`src/rtl/alu_decode_stage.sv`:
```
// ID->EX stage: decodes an RV32I instruction into ALU op, immediate and control bits,
// registered through a 2-entry skid buffer. Optional macro ALU_DEC_ILLEGAL_EN flags illegal encodings.
module alu_decode_stage #(
   parameter int XLEN = 32
) (
   input  logic            i_clk,
   input  logic            i_rst_n,
   input  logic            i_valid,
   output logic            o_ready,
   input  logic [XLEN-1:0] iv_instr,
   input  logic [XLEN-1:0] iv_pc,
   input  logic            i_flush,
   output logic            o_valid,
   input  logic            i_ready,
   output logic [4:0]      ov_ALUop,
   output logic [XLEN-1:0] ov_imm,
   output logic [XLEN-1:0] ov_pc,
   output logic [4:0]      ov_rs1,
   output logic [4:0]      ov_rs2,
   output logic [4:0]      ov_rd,
   output logic            o_srcA_pc,
   output logic            o_srcB_imm,
   output logic            o_reg_write,
   output logic            o_mem_read,
   output logic            o_mem_write,
   output logic            o_branch,
   output logic            o_jump,
   output logic            o_br_on_zero,
   output logic            o_illegal
);

   typedef struct packed {
      logic [4:0]      alu_op;
      logic [XLEN-1:0] imm;
      logic [XLEN-1:0] pc;
      logic [4:0]      rs1;
      logic [4:0]      rs2;
      logic [4:0]      rd;
      logic            src_a_pc;
      logic            src_b_imm;
      logic            reg_write;
      logic            mem_read;
      logic            mem_write;
      logic            branch;
      logic            jump;
      logic            br_on_zero;
      logic            illegal;
   } bundle_t;

   localparam logic [4:0] ALU_ADD  = 5'b00000, ALU_SUB  = 5'b00010, ALU_SLL  = 5'b00100;
   localparam logic [4:0] ALU_SLT  = 5'b01000, ALU_SLTU = 5'b01100, ALU_XOR  = 5'b10000;
   localparam logic [4:0] ALU_SRL  = 5'b10100, ALU_SRA  = 5'b10110, ALU_OR   = 5'b11000;
   localparam logic [4:0] ALU_AND  = 5'b11100, ALU_BGE  = 5'b11010, ALU_BGEU = 5'b11110;
   localparam logic [4:0] ALU_PASSB = 5'b11101;

   // funct3 -> ALU op for R/I arithmetic; alt selects sub/sra
   function automatic logic [4:0] op_map(input logic [2:0] f3, input logic alt);
      case (f3)
         3'b000:  op_map = alt ? ALU_SUB : ALU_ADD;
         3'b001:  op_map = ALU_SLL;
         3'b010:  op_map = ALU_SLT;
         3'b011:  op_map = ALU_SLTU;
         3'b100:  op_map = ALU_XOR;
         3'b101:  op_map = alt ? ALU_SRA : ALU_SRL;
         3'b110:  op_map = ALU_OR;
         default: op_map = ALU_AND;
      endcase
   endfunction

   logic [6:0]      opcode, f7;
   logic [2:0]      f3;
   logic [XLEN-1:0] imm_i, imm_s, imm_b, imm_u, imm_j, imm_sh;
   logic            bad;
   bundle_t         dec;

   assign opcode = iv_instr[6:0];
   assign f3     = iv_instr[14:12];
   assign f7     = iv_instr[31:25];
   assign imm_i  = {{20{iv_instr[31]}}, iv_instr[31:20]};
   assign imm_s  = {{20{iv_instr[31]}}, iv_instr[31:25], iv_instr[11:7]};
   assign imm_b  = {{19{iv_instr[31]}}, iv_instr[31], iv_instr[7], iv_instr[30:25], iv_instr[11:8], 1'b0};
   assign imm_u  = {iv_instr[31:12], 12'b0};
   assign imm_j  = {{11{iv_instr[31]}}, iv_instr[31], iv_instr[19:12], iv_instr[20], iv_instr[30:21], 1'b0};
   assign imm_sh = {27'b0, iv_instr[24:20]};

   always_comb begin
      dec     = '0;
      bad     = 1'b0;
      dec.pc  = iv_pc;
      dec.rs1 = iv_instr[19:15];
      dec.rs2 = iv_instr[24:20];
      dec.rd  = iv_instr[11:7];
      case (opcode)
         7'b0110011: begin
            dec.alu_op    = op_map(f3, f7[5]);
            dec.reg_write = 1'b1;
            bad = !((f7 == 7'b0000000) ||
                    ((f7 == 7'b0100000) && ((f3 == 3'b000) || (f3 == 3'b101))));
         end
         7'b0010011: begin
            dec.reg_write = 1'b1;
            dec.src_b_imm = 1'b1;
            dec.imm       = imm_i;
            if (f3 == 3'b001) begin
               dec.alu_op = ALU_SLL;
               dec.imm    = imm_sh;
               bad        = (f7 != 7'b0000000);
            end else if (f3 == 3'b101) begin
               dec.alu_op = f7[5] ? ALU_SRA : ALU_SRL;
               dec.imm    = imm_sh;
               bad        = !((f7 == 7'b0000000) || (f7 == 7'b0100000));
            end else begin
               dec.alu_op = op_map(f3, 1'b0);
            end
         end
         7'b0000011: begin
            dec.imm       = imm_i;
            dec.src_b_imm = 1'b1;
            dec.mem_read  = 1'b1;
            dec.reg_write = 1'b1;
         end
         7'b0100011: begin
            dec.imm       = imm_s;
            dec.src_b_imm = 1'b1;
            dec.mem_write = 1'b1;
         end
         7'b1100011: begin
            dec.branch = 1'b1;
            dec.imm    = imm_b;
            case (f3)
               3'b000: begin dec.alu_op = ALU_SUB; dec.br_on_zero = 1'b1; end
               3'b001:  dec.alu_op = ALU_SUB;
               3'b100:  dec.alu_op = ALU_SLT;
               3'b101:  dec.alu_op = ALU_BGE;
               3'b110:  dec.alu_op = ALU_SLTU;
               3'b111:  dec.alu_op = ALU_BGEU;
               default: bad = 1'b1;
            endcase
         end
         7'b0110111: begin
            dec.alu_op    = ALU_PASSB;
            dec.imm       = imm_u;
            dec.reg_write = 1'b1;
         end
         7'b0010111: begin
            dec.imm       = imm_u;
            dec.src_a_pc  = 1'b1;
            dec.src_b_imm = 1'b1;
            dec.reg_write = 1'b1;
         end
         7'b1101111: begin
            dec.imm       = imm_j;
            dec.src_a_pc  = 1'b1;
            dec.jump      = 1'b1;
            dec.reg_write = 1'b1;
         end
         7'b1100111: begin
            dec.imm       = imm_i;
            dec.src_b_imm = 1'b1;
            dec.jump      = 1'b1;
            dec.reg_write = 1'b1;
            bad           = (f3 != 3'b000);
         end
         default: bad = 1'b1;
      endcase
      // Illegal encodings become a side-effect-free add; only the flag differs by build
      if (bad) begin
         dec.alu_op     = ALU_ADD;
         dec.src_a_pc   = 1'b0;
         dec.src_b_imm  = 1'b0;
         dec.reg_write  = 1'b0;
         dec.mem_read   = 1'b0;
         dec.mem_write  = 1'b0;
         dec.branch     = 1'b0;
         dec.jump       = 1'b0;
         dec.br_on_zero = 1'b0;
`ifdef ALU_DEC_ILLEGAL_EN
         dec.illegal    = 1'b1;
`else
         dec.illegal    = 1'b0;
`endif
      end
   end

   // Handshake: a transfer happens on a cycle where both valid and ready are high.
   bundle_t main_q, main_d, skid_q, skid_d;
   logic    main_valid_q, main_valid_d, skid_valid_q, skid_valid_d;
   logic    accept, take;

   assign o_ready = !skid_valid_q;
   assign o_valid = main_valid_q;
   assign accept  = i_valid && o_ready;
   assign take    = main_valid_q && i_ready;

   always_comb begin
      main_d       = main_q;
      main_valid_d = main_valid_q;
      skid_d       = skid_q;
      skid_valid_d = skid_valid_q;
      if (i_flush) begin
         main_valid_d = 1'b0;
         skid_valid_d = 1'b0;
      end else if (take) begin
         if (skid_valid_q) begin
            main_d       = skid_q;
            skid_valid_d = 1'b0;
         end else if (accept) begin
            main_d = dec;
         end else begin
            main_valid_d = 1'b0;
         end
      end else if (accept) begin
         if (!main_valid_q) begin
            main_d       = dec;
            main_valid_d = 1'b1;
         end else begin
            skid_d       = dec;
            skid_valid_d = 1'b1;
         end
      end
   end

   always_ff @(posedge i_clk) begin
      if (!i_rst_n) begin
         main_q       <= '0;
         skid_q       <= '0;
         main_valid_q <= 1'b0;
         skid_valid_q <= 1'b0;
      end else begin
         main_q       <= main_d;
         skid_q       <= skid_d;
         main_valid_q <= main_valid_d;
         skid_valid_q <= skid_valid_d;
      end
   end

   assign ov_ALUop     = main_q.alu_op;
   assign ov_imm       = main_q.imm;
   assign ov_pc        = main_q.pc;
   assign ov_rs1       = main_q.rs1;
   assign ov_rs2       = main_q.rs2;
   assign ov_rd        = main_q.rd;
   assign o_srcA_pc    = main_q.src_a_pc;
   assign o_srcB_imm   = main_q.src_b_imm;
   assign o_reg_write  = main_q.reg_write;
   assign o_mem_read   = main_q.mem_read;
   assign o_mem_write  = main_q.mem_write;
   assign o_branch     = main_q.branch;
   assign o_jump       = main_q.jump;
   assign o_br_on_zero = main_q.br_on_zero;
   assign o_illegal    = main_q.illegal;

endmodule

```
`config.mk`:
```
export PLATFORM = sky130hd
export DESIGN_NAME = alu_decode_stage
export DESIGN_NICKNAME = d
export VERILOG_FILES = /design/src/rtl/alu_decode_stage.sv
export SDC_FILE = /design/constraint.sdc
export NUM_CORES = 1
export LEC_CHECK = 0
export ABC_AREA = 1
export ABC_CLOCK_PERIOD_IN_PS = 3680
export CAP_MARGIN = 20
export CORE_ASPECT_RATIO = 0.5
export CORE_UTILIZATION = 55
export CTS_CLUSTER_DIAMETER = 30
export DETAILED_ROUTE_END_ITERATION = 7
export GPL_TIMING_DRIVEN = 1
export PLACE_DENSITY = 0.82
export SLEW_MARGIN = 10
export SYNTH_ARGS = -nofsm -noshare
export SYNTH_HDL_FRONTEND = slang
export SYNTH_SLANG_ARGS = --single-unit
```
`constraint.sdc`:
```
create_clock -name i_clk -period 3.68 [get_ports i_clk]
set_input_delay 0.736 -clock i_clk [delete_from_list [all_inputs] [get_ports i_clk]]
set_output_delay 0.736 -clock i_clk [all_outputs]
set_load 0.01 [all_outputs]
```
==> metrics.txt <==
Slew Viols, Final 0; router iterations before antenna repair 8; RSZ-0062 raised after global routing no; RR Endpoint o_mem_write; synth unique cells 31; Slew headroom 0.2582; clock latency on the worst-skew pair 430 ps; routed vias 8370; hold_sp skid_q[47]; H-tree depth 4; Syn Inst Count 1138; cell area after placement 0.009741 sq mm; Peak supply drop 376.8 uV; clock-pin slew on the worst setup and hold paths 80 ps; CTS Buf Count 17; GRT Util Overall 0.3045; power per cell area 437.5 mW/mm^2; r2r startpoint o_valid; Reg area 0.003724 sq mm; vias per cell 5.760; critical path class in2reg; global-route wire length before repair 37140 um; Filler cells 1142; hold buffers post-CTS 0; Initial Util 0.5633; CP arrival 2940 ps; antenna violations before repair 0; Detailed Route Iter0 Violations 841; Root Driver clkbuf_16; worst-path fanout max 49; post-layout min period 2678 ps; maximum clock frequency 373.4 MHz; PostCTS Resize Cnt 0; Wirelength per Cell 16.27 um; CP top delay family buffers and inverters; final wirelength 23650 um; clk sink count 186; GRT Residual Overflow 0; die area 0.01534 sq mm; WHS Path Cells 2; Synth Area per Inst 7.161 sq um; TritonCTS clock tree done; multi-input logic area 0.003819 sq mm; Post-DRT Antenna Nets 0; largest net degree at the start of global routing 113; Final setup viols 0; failing checks design-rule violations; Static Leakage 4.407 nW; CP required 3940 ps; n_diodes 0; CP Buf/Inv Count 3; status finished with violations; Worst setup EP type flop; Worst path slowest cell clkinv_2; WL met3 2088 um; post-CTS setup buffer count 0; final hold violation count 0; setup TNS 0 ps; Setup crit start kind primary input; met2 WL 10760 um; Top Layer Used met4; # DRC 2; area grow syn2layout 26.87%; R2R Setup Slk 1480 ps; die height 88.07 um; HPWL after detailed placement 14780 um; I/O pins 164; PortBufs 162; mapped cell area 0.008149 sq mm; # rows 31; flops & latches, synth 186; Max-Cap Viols 0; vias in the first global route 7458; Nets 1311; Longest Clk Path Bufs 2; Die X 174.1 um; GPL Wtd Cong 0.9552; Final Skew 10.78 ps; worst reg2reg path depth 9; layout cells sized above 1 0.05976; Slew @ Worst Pin 1113 ps; syn_nets 1207; Metal-1 WL 10330 um; Hold Crit Endpoint ov_pc[23]; period utilisation layout 0.7278; slowest stage delay, CP 540 ps; core area 0.01447 sq mm; Hold WC Path Type reg2reg; cell breakdown of the critical path clkdlybuf4s50_1 -> nand2_1 -> o21ai_1 -> nand2_1 -> clkinv_2 -> buf_12 -> o21ai_1 -> a21oi_1 -> a21oi_1 -> nor2_1; post-route cell area 0.01034 sq mm; synth warn 0; sequential fraction of the synthesis area 0.4569
[metal layers]
| layer | up-vias | track usage |
|---|---|---|
| met5 | - | 0 |
| met4 | 0 | 0.09968 |
| met3 | 50 | 0.07552 |
| met2 | 420 | 0.4935 |
| met1 | 3890 | 0.4030 |
| li1 | 4010 | - |
[layout make-up]
type	instances	share of cell area
repair buffers	174	0.1689
multi-input cells	809	0.3694
clock inverters	13	0.01404
clock buffers	19	0.04381
inverters	54	0.01973
well taps	198	0.02396
flip-flops and latches	186	0.3602
[worst max-delay path by stage]
stage | from | to | slack, ps | depth (start not counted)
final | i_ready | o_mem_write | 1000 | 10
after global routing | i_ready | o_mem_write | 800 | 10
after CTS | i_ready | o_mem_write | 1060 | 10
after detailed placement | i_ready | o_mem_write | 620 | 10
after global placement | i_ready | o_mem_write | 650 | 10
after floorplan | iv_instr[1] | ov_imm[7] | 1820 | 10
[worst register-to-register path, cell delays in order, from the launching register on]
cell	delay, ps
dfxtp_1	350
nand2_1	170
o21ai_1	110
nand2_1	120
clkinv_2	540
buf_12	420
o21ai_1	90
a21oi_1	50
a21oi_1	130
nor2_1	50
[synth_stat cells (all sizes together)]
library cell / count / area share
a21oi: 114 / 0.070
a31oi: 48 / 0.037
buf: 33 / 0.024
clkbuf: 56 / 0.026
conb: 1 / 0.00046
dfxtp: 186 / 0.46
inv: 54 / 0.025
nand2: 207 / 0.098
nand3: 48 / 0.033
nand3b: 12 / 0.011
nand4: 8 / 0.0061
nor2: 172 / 0.086
nor3: 3 / 0.0018
nor3b: 1 / 0.00092
nor4: 1 / 0.0026
o211ai: 2 / 0.0018
o21ai: 189 / 0.12
o22ai: 2 / 0.0015
or2: 1 / 0.00077
[cells in the final DEF (no fill, tap or decap), types with 2 or more instances in the layout]
cell             count
nand2_1            202
dfxtp_1            186
o21ai_0            182
nor2_1             162
clkdlybuf4s50_1    161
a21oi_1            114
a31oi_1             48
nand3_1             46
inv_1               44
clkbuf_16           17
nand3b_1            12
buf_4               10
inv_2                9
nand4_1              8
inv_6                8
o21ai_1              6
nor2_2               5
nor2_4               4
nor3_1               3
nand2_2              3
buf_12               3
o211ai_1             2
nand2_4              2
nand3_4              2
o22ai_1              2
clkbuf_8             2
clkinv_4             2
[state kept, by name (all words and copies together), names as in the netlist]
| name | count |
|---|---|
| o_br_on_zero | 1 |
| o_branch | 1 |
| o_jump | 1 |
| o_mem_read | 1 |
| o_mem_write | 1 |
| o_reg_write | 1 |
| o_srcA_pc | 1 |
| o_srcB_imm | 1 |
| o_valid | 1 |
| ov_ALUop | 5 |
| ov_imm | 32 |
| ov_pc | 32 |
| ov_rd | 5 |
| ov_rs1 | 5 |
| ov_rs2 | 5 |
| skid_q | 92 |
| skid_valid_q | 1 |
[where the power goes]
group	internal, W	switching (W)
clock network	0.00100	0.000859
logic	0.000250	0.000272
registers	0.00209	0.0000463
total	0.00334	0.00118
[through the flow]
step	util	power, W	hold WS, ps	cells	setup WS [ps]
floorplan	-	0.002408	441.0	1138	1815
global placement	0.6733	0.002684	453.1	1421	646.3
detailed placement	0.6733	0.002695	457.0	1421	623.1
CTS	0.7146	0.004531	469.2	1453	1060
global route	0.7146	0.004679	486.9	1453	796.7
finish	0.7146	0.004523	473.9	1453	1002
[cells by family (layout without fill, tap and decap cells)]
| logic type | after synthesis | count (layout) | synth area share |
|---|---|---|---|
| flops | 186 | 186 | 0.4569 |
| simple gates | 453 | 453 | 0.2398 |
| other cells | 1 | 1 | 0.0004602 |
| compound gates | 355 | 355 | 0.2277 |
| buf+inv | 143 | 260 | 0.07508 |
Note: power is estimated with default switching activity, not from simulation.
